==> src/rtl/mem_access_ctrl_pkg.sv <==
// Shared types and defaults for the load/store RAM sequencer.
//   state_t     : FSM state encoding (3 bits)
//   *_DEF       : default address/data widths and RAM read latency
//   cnt_width() : width of the read-latency counter for a given latency
package mem_access_ctrl_pkg;

   localparam int ADDR_W_DEF = 8;
   localparam int DATA_W_DEF = 32;
   localparam int RD_LAT_DEF = 1;

   typedef enum logic [2:0] {
      IDLE   = 3'd0,
      RD     = 3'd1,
      RESP   = 3'd2,
      WR     = 3'd3,
      RMW_RD = 3'd4,
      RMW_WR = 3'd5
   } state_t;

   function automatic int cnt_width(input int lat);
      return (lat > 1) ? $clog2(lat) : 1;
   endfunction

endpackage

==> src/rtl/mem_access_ctrl_be_merge.sv <==
// Combinational byte-lane merge: each byte of merged comes from new_word when
// its byte enable is set, otherwise from old_word.
//   old_word in  DATA_W    word currently in RAM
//   new_word in  DATA_W    store data
//   be       in  DATA_W/8  byte enables
//   merged   out DATA_W    merged word
module be_merge #(
   parameter int DATA_W = 32
) (
   input  logic [DATA_W-1:0]   old_word,
   input  logic [DATA_W-1:0]   new_word,
   input  logic [DATA_W/8-1:0] be,
   output logic [DATA_W-1:0]   merged
);

   for (genvar i = 0; i < DATA_W/8; i++) begin : g_lane
      assign merged[8*i +: 8] = be[i] ? new_word[8*i +: 8] : old_word[8*i +: 8];
   end

endmodule

==> src/rtl/mem_access_ctrl.sv <==
// Initiator-side sequencer for a single-port word RAM. Takes one load/store at
// a time over valid/ready, drives RAM strobes from registers only, does
// byte-masked stores as read-modify-write and returns load data over a
// valid/ready response channel.
//   clk, rst_n              clock, async active-low reset
//   req_valid/ready         request handshake
//   req_we/addr/wdata/be    request payload (be ignored for loads)
//   rsp_valid/ready/rdata   load response
//   mem_address/data_in     registered RAM address and write data
//   mem_we/mem_re           RAM strobes, never high together
//   mem_data_out            RAM read data
//   busy                    FSM not idle
module mem_access_ctrl
   import mem_access_ctrl_pkg::*;
#(
   parameter int ADDR_W = ADDR_W_DEF,
   parameter int DATA_W = DATA_W_DEF,
   parameter int RD_LAT = RD_LAT_DEF
) (
   input  logic                clk,
   input  logic                rst_n,
   input  logic                req_valid,
   output logic                req_ready,
   input  logic                req_we,
   input  logic [ADDR_W-1:0]   req_addr,
   input  logic [DATA_W-1:0]   req_wdata,
   input  logic [DATA_W/8-1:0] req_be,
   output logic                rsp_valid,
   input  logic                rsp_ready,
   output logic [DATA_W-1:0]   rsp_rdata,
   output logic [ADDR_W-1:0]   mem_address,
   output logic [DATA_W-1:0]   mem_data_in,
   output logic                mem_we,
   output logic                mem_re,
   input  logic [DATA_W-1:0]   mem_data_out,
   output logic                busy
);

   localparam int BE_W  = DATA_W / 8;
   localparam int CNT_W = cnt_width(RD_LAT);

   state_t            state;
   logic [CNT_W-1:0]  cnt;
   logic [BE_W-1:0]   be_r;
   logic [DATA_W-1:0] merged;
   logic              rd_last;

   // Gating with rst_n keeps ready low for the whole reset window, not just
   // until the state register is forced.
   assign req_ready = (state == IDLE) && rst_n;
   assign busy      = (state != IDLE);
   assign rd_last   = (cnt == CNT_W'(RD_LAT - 1));

   // During RMW_RD mem_data_in still holds the captured store data.
   be_merge #(.DATA_W(DATA_W)) u_merge (
      .old_word (mem_data_out),
      .new_word (mem_data_in),
      .be       (be_r),
      .merged   (merged)
   );

   always_ff @(posedge clk or negedge rst_n) begin
      if (!rst_n) begin
         state       <= IDLE;
         cnt         <= '0;
         be_r        <= '0;
         mem_address <= '0;
         mem_data_in <= '0;
         mem_we      <= 1'b0;
         mem_re      <= 1'b0;
         rsp_valid   <= 1'b0;
         rsp_rdata   <= '0;
      end else begin
         case (state)
            IDLE: begin
               if (req_valid) begin
                  mem_address <= req_addr;
                  mem_data_in <= req_wdata;
                  be_r        <= req_be;
                  cnt         <= '0;
                  if (!req_we) begin
                     state  <= RD;
                     mem_re <= 1'b1;
                  end else if (&req_be) begin
                     state  <= WR;
                     mem_we <= 1'b1;
                  end else if (|req_be) begin
                     state  <= RMW_RD;
                     mem_re <= 1'b1;
                  end
                  // be == 0: accepted as a no-op, stay idle
               end
            end
            RD, RMW_RD: begin
               if (rd_last) begin
                  mem_re <= 1'b0;
                  cnt    <= '0;
                  if (state == RD) begin
                     rsp_rdata <= mem_data_out;
                     rsp_valid <= 1'b1;
                     state     <= RESP;
                  end else begin
                     // Data changes here while we is still low, so the
                     // level-sensitive RAM never sees it mid-write.
                     mem_data_in <= merged;
                     mem_we      <= 1'b1;
                     state       <= RMW_WR;
                  end
               end else begin
                  cnt <= cnt + 1'b1;
               end
            end
            RESP: begin
               if (rsp_ready) begin
                  rsp_valid <= 1'b0;
                  state     <= IDLE;
               end
            end
            WR, RMW_WR: begin
               mem_we <= 1'b0;
               state  <= IDLE;
            end
            default: state <= IDLE;
         endcase
      end
   end

endmodule

==> config.mk <==
export PLATFORM = sky130hd
export DESIGN_NAME = mem_access_ctrl
export DESIGN_NICKNAME = d
export VERILOG_FILES = /design/src/rtl/mem_access_ctrl_pkg.sv /design/src/rtl/mem_access_ctrl_be_merge.sv /design/src/rtl/mem_access_ctrl.sv
export SDC_FILE = /design/constraint.sdc
export NUM_CORES = 1
export LEC_CHECK = 0
export CAP_MARGIN = 20
export CORE_MARGIN = 3
export CORE_UTILIZATION = 46
export DETAILED_ROUTE_END_ITERATION = 10
export PLACE_DENSITY = 0.88
export SYNTH_ARGS = -nofsm -noshare
export SYNTH_HDL_FRONTEND = slang
export SYNTH_SLANG_ARGS = --single-unit
==> constraint.sdc <==
create_clock -name clk -period 5.05 [get_ports clk]
set_input_delay 0.505 -clock clk [delete_from_list [all_inputs] [get_ports clk]]
set_output_delay 0.505 -clock clk [all_outputs]
set_load 0.01 [all_outputs]
## After elaboration in Yosys (flattened, before gate mapping)

Cells that the tools add are included.

| cells by class | value |
|---|---|
| shifts and indexed selects | 0 |
| multiply operators | 0 |
| eq/ne operators | 19 |
| reduce and logical (&&, ||, !) cells | 21 |
| bitwise operators | 1 |
| add/subtract/negate cells | 1 |
| muxes and demuxes | 35 |
| order comparisons | 0 |
| div/mod/pow operators | 0 |

Operator list:

| kind | number |
|---|---|
| 32-bit two-way mux | 3 |
| 32-bit case mux with 2 select lines | 1 |
| 8-bit two-way mux | 4 |
| 5-bit AND reduction | 5 |
| 3-bit two-way mux | 7 |
| 2-bit inequality test, second input constant | 10 |
| 1-bit two-way mux | 15 |
| 4-bit AND reduction | 3 |
| 3-bit case mux with 3 select lines | 1 |
| 3-bit by 2-bit == test with 1-bit output, second input constant | 2 |
| 3-bit == test, second input constant | 2 |
| 1-bit case mux with 2 select lines | 3 |
| 6-bit AND reduction | 1 |
| 3-bit nonzero test | 2 |
| 4-bit by 2-bit inequality test with 1-bit output, second input constant | 1 |
| 2-bit AND reduction | 2 |
| 2-bit nonzero test | 2 |
| 2-bit OR reduction | 2 |
| 4-bit OR reduction | 1 |
| 3-bit by 1-bit == test with 1-bit output, second input constant | 1 |
| 3-bit zero test | 1 |
| 3-bit by 2-bit inequality test with 1-bit output, second input constant | 1 |
| 3-bit inequality test, second input constant | 1 |
| 1-bit case mux with 3 select lines | 1 |
| other kinds (5) | 5 |

| word-level totals | value |
|---|---|
| latch bits | 0 |
| register bits | 83 |
| word-level logic and storage cells | 89 |
| memories kept | 0 |
| ROM bits | 0 |
| memory bits (writable) | 0 |
| input port bits | 81 |
| output and inout port bits | 77 |

## Logic depth before layout (Yosys ltp)

| depth | value |
|---|---|
| depth in word-level cells | 6 |
| mapped depth | 6 |
| depth with buffers taken out | 4 |

## Cells and area by module

From an unflattened synthesis, not the netlist that was laid out.

| unflattened totals | value |
|---|---|
| cells, all modules | 364 |
| area total of the unflattened synthesis | 4,448.0 sq um |

Modules (own cells, without submodules):

| module | times used | cells an instance | sequential area each (sq um) | area an instance (sq um) |
|---|---|---|---|---|
| mem_access_ctrl | 1 | 328 | 2,052.0 | 3,922.5 |
| be_merge | 1 | 36 | 0.0 | 525.5 |

## Worst setup path after synthesis

Ideal clock, no wire load.

| timing | value |
|---|---|
| path kind | flip-flop to flip-flop |
| from | reg state[0] |
| to | reg mem_data_in[14] |
| stages on the path, launching flop included | 7 |
| required time | 4,925 ps |
| setup time | 125 ps |
| path slack | 3,351 ps |
| period minus slack after synthesis | 1,699 ps |
| path buffers | 2 |
| data arrival time | 1,574 ps |
| path through | dfrtp_1 buf_6 xnor2_2 nor2_4 buf_6 mux2_4 mux2_4 |

| on the way | value |
|---|---|
| longest elaborated chain between the ends | 4 |
| elaborated cells between the ends (all ways) | 11 |
| classes of those cells | eq/ne (6); mux (1); reduce/logical (4) |

RTL lines:

| element | RTL line | source |
|---|---|---|
| from (decl) | mem_access_ctrl.sv:42 | `state_t state;` |
| from (signal assigned) | mem_access_ctrl.sv:64 | `state <= IDLE;` |
| from (signal assigned) | mem_access_ctrl.sv:82 | `state <= RD;` |
| from (signal assigned) | mem_access_ctrl.sv:85 | `state <= WR;` |
| 3-bit by 1-bit == test with 1-bit output or 3-bit == test (tied branches) | mem_access_ctrl.sv:74, mem_access_ctrl.sv:98 |  |
| 2-bit OR reduction | mem_access_ctrl.sv:74 | `case (state)` |
| 2-bit inequality test (no line) or 2-bit nonzero test (tied branches) | -- |  |
| 5-bit AND reduction (no line) | -- |  |
| to (signal assigned) | mem_access_ctrl.sv:78 | `mem_data_in <= req_wdata;` |
| to (signal assigned) | mem_access_ctrl.sv:105 | `mem_data_in <= merged;` |
| to (decl) | mem_access_ctrl.sv:32 | `output logic [DATA_W-1:0] mem_data_in,` |

Several ways; a longest one is shown, not always the timed one.
A chain may end at the register's enable or synchronous reset.

## Worst setup path in the final report

| timing | value |
|---|---|
| from | reg state[2] |
| to | out req_ready |

| on the way | value |
|---|---|
| longest elaborated chain between the ends | 2 |

RTL lines:

| element | RTL line | source |
|---|---|---|
| 3-bit zero test | mem_access_ctrl.sv:50 | `assign req_ready = (state == IDLE) && rst_n;` |
| 1-bit logical AND | mem_access_ctrl.sv:50 |  |
| to (decl) | mem_access_ctrl.sv:23 | `output logic req_ready,` |

No other way between the ends.

==> results.sh <==
export IMPL_rows=32
export IMPL_post_route_cells_drive_above_1_share_pct=25.6
export IMPL_final_util_pct=71.4
export IMPL_drtPass1Iterations=4
export IMPL_buffer_ports_inserted=157
export IMPL_final_net_count=490
export IMPL_area_delta_synth_final_pct=48.3
export IMPL_comb_pwr_share_pct=54.7
export IMPL_p_sw_share_pct=33.8
export IMPL_floorplan_initialDensity_pct=48.1
export IMPL_power_per_cell_area_nw_per_um2=682
export IMPL_max_vdd_ir_drop_mv=0.328
export IMPL_worstHoldPathType="input port to asynchronous set/reset pin"
export IMPL_ctsLongestPathBuffers=2
export IMPL_numCtsBuffers=9
export IMPL_p_leak_nw=2.31
export IMPL_number_of_antenna_violations_at_the_first_check_in_global_routing=0
export IMPL_synth_edf_count=0
export IMPL_synth_cell_type_count=32
export IMPL_number_of_failing_hold_endpoints_at_the_final_stage=0
export IMPL_filler_cell_count=552
export IMPL_globalplace_congestion=0.873
export IMPL_total_wire_length_after_detailed_routing_um=9140
export IMPL_placement_setup_worst_slack_ps=2690
export IMPL_postSynthCellCount=250
export IMPL_grt_overflow_total=0
export IMPL_synthArstFlopShare_pct=100
export IMPL_cts_htree_levels=3
export IMPL_dieWidth_um=96.6
export IMPL_run_status="finished, final reports clean"
export IMPL_worst_r2r_startpoint="state[2]"
export IMPL_grt_pass1_wl_um=14800
export IMPL_synth_top_flop_cell="dfrtp_1"
export IMPL_tns_ps=0
export IMPL_post_cts_setup_buffer_count=0
export IMPL_synth_area_per_cell_um2=15.1
export IMPL_tritoncts="built"
export IMPL_clkLatencyLatePin_ps=350
export IMPL_num_antenna_cells=0
export IMPL_rsz0062_at_grt="false"
export IMPL_post_synth_main_area_contributors="dfrtp_1 (54%), mux2_2 (13%), mux2_4 (12%)"
export IMPL_drt_wirelength_per_cell_um=17.7
export IMPL_yosys_area_top_type_share_pct=54.3
export IMPL_cellInternalPower_mw=2.53
export IMPL_post_synth_top_area_cell="dfrtp_1"
export IMPL_fp_dieH_um=96.6
export IMPL_dr_first_iter_drc_count=116
export IMPL_grt_pass1_vias=2849
export IMPL_seq_power_share_pct=32.4
export IMPL_fin_ws_ps=2600
export IMPL_io_pin_count=158
export IMPL_viasPerCell=5.10
export IMPL_cp_data_arrival_time_ps=1950
export IMPL_setup_skew_ps=14.0
export IMPL_yosys_warnings=0
export IMPL_cts_sinks=82
export IMPL_worst_slew_margin_rel_pct=43.7
export IMPL_core_um2=7850
export IMPL_root_buffer="clkbuf_8"
export IMPL_clock_power_share_pct=12.9
export IMPL_synth_seq_cells=82
export IMPL_detail_route_antenna_nets=0
export IMPL_start_to_end_type_of_the_worst_setup_path="flop to output pin"
export IMPL_drc_errors=0
export IMPL_final_period_utilization_pct=48.6
export IMPL_die_area_um2=9340
export IMPL_post_synthesis_cell_area_um2=3780
export IMPL_worst_r2r_cell_count=5
export IMPL_synth_sequential_area_ratio_pct=54.3
export IMPL_detailed_place_hpwl_um=6790
export IMPL_num_vias=2634
export IMPL_critical_path_max_fanout=13
export IMPL_setup_violating_endpoint_count_in_the_final_report=0
export IMPL_grt_util_all_layers_pct=19.8
export IMPL_clkSlewWorstSetupHoldPaths_ps=80
export IMPL_hold_buffers=0
export IMPL_setup_worst_path_start="state[2]"
export IMPL_largest_net_degree_at_the_start_of_global_routing=55
export IMPL_synth_fp_nets=331
export IMPL_timing_worst_slew_pin_value_ps=828
export IMPL_hold_worst_slack_ps=74.9
export IMPL_cap_viol_max_count=0
export IMPL_report_final_slew_viol_count=0
export IMPL_crit_required_ps=4550
export IMPL_cts_resized=0
export IMPL_worst_setup_path_end_kind="output pin"
export IMPL_p_switching_mw=1.29
export IMPL_cp_start_kind="flop"
export IMPL_fmaxAchievable_mhz=408
export IMPL_final_min_clock_period_ps=2450
[per-stage QoR]
step                      power [mW]  instances  instance area [µm²]
after global placement          3.29        500                 5390
after CTS                       3.87        516                 5600
after detailed placement        3.36        500                 5390
after floorplan                 2.51        250                 3780
final                           3.82        516                 5600
after global routing            4.04        516                 5600
[power by group through the flow]
| stage | clock (mW) | combinational (mW) | sequential (mW) |
|---|---|---|---|
| 6_report | 0.493 | 2.09 | 1.24 |
| 5_1_grt | 0.532 | 2.22 | 1.29 |
| 4_1_cts | 0.508 | 2.12 | 1.24 |
| 3_5_place_dp | 0 | 2.10 | 1.25 |
| 3_3_place_gp | 0 | 2.06 | 1.23 |
| 2_1_floorplan | 0 | 1.18 | 1.33 |
[routing by layer]
metal / track usage, % / vias up / share of wire (%)
li1: - / 1230 / -
met1: 22.7 / 1279 / 40
met2: 34.6 / 111 / 51
met3: 6.63 / 14 / 7.2
met4: 6.37 / 0 / 1.8
met5: 0 / - / 0
[critical path: stages (launching register included)]
cell             delay (ps)
dfrtp_1                 650
nor3_2                  280
and2_1                  160
clkdlybuf4s50_1         530
[cell usage after synthesis (2+ instances only)]
master,number
buf_12,2
mux2_4,29
o21a_1,2
buf_6,2
buf_4,6
nand2_1,2
inv_2,2
nor2_1,5
a21oi_1,10
nor3_2,2
mux2_2,45
o21ai_0,3
mux2i_1,8
mux2_1,18
inv_1,4
a21oi_4,3
dfrtp_1,82
a31oi_1,8
nor3_1,2
nor2_4,2
and2_1,2
[sequential cells by signal, summed over array words and instances, names as in the netlist]
name	flops
mem_address	8
state	3
mem_re	1
mem_data_in	32
be_r	4
rsp_valid	1
rsp_rdata	32
mem_we	1
[path summary, 6_finish.rpt]
kind | end | slack, ps
max | req_ready | 2600
min | mem_data_in[11] | 70
max reg2reg | mem_data_in[31] | 2700
min reg2reg | mem_address[4] | 490
max in group asynchronous | mem_data_in[18] | 3940
min in group clk | mem_address[4] | 490
[layout make-up]
cell class / instances / area (µm²) / share of cell area (%)
Multi-Input combinational cell: 150 / 1590 / 28.4
Timing Repair Buffer: 160 / 1590 / 28.4
Tap cell: 102 / 128 / 2.28
Clock buffer: 11 / 151 / 2.70
Sequential cell: 82 / 2050 / 36.6
Inverter: 6 / 22.5 / 0.402
Clock inverter: 5 / 62.6 / 1.12
[cell families after synthesis]
logic type | Yosys count | synth area share [%]
buffers and inverters | 18 | 3.68
flip-flops | 82 | 54.3
multiplexers | 101 | 32.8
AO/OA/AOI/OAI | 30 | 5.86
AND/OR/NAND/NOR | 18 | 2.91
XOR/XNOR | 1 | 0.431
[layout by cell type, fill, tap and decap left out, drive strengths merged, types with 2 or more instances in the layout]
| master | instances |
|---|---|
| a31oi | 8 |
| o21ai | 4 |
| clkinv | 2 |
| inv | 6 |
| nor3 | 4 |
| nor2 | 7 |
| o21a | 2 |
| buf | 4 |
| dfrtp | 82 |
| a21oi | 13 |
| nand2 | 2 |
| and2 | 2 |
| mux2i | 9 |
| clkdlybuf4s50 | 156 |
| mux2 | 92 |
| clkbuf | 11 |
| clkinvlp | 2 |
Power figures use the tool's default switching activity.
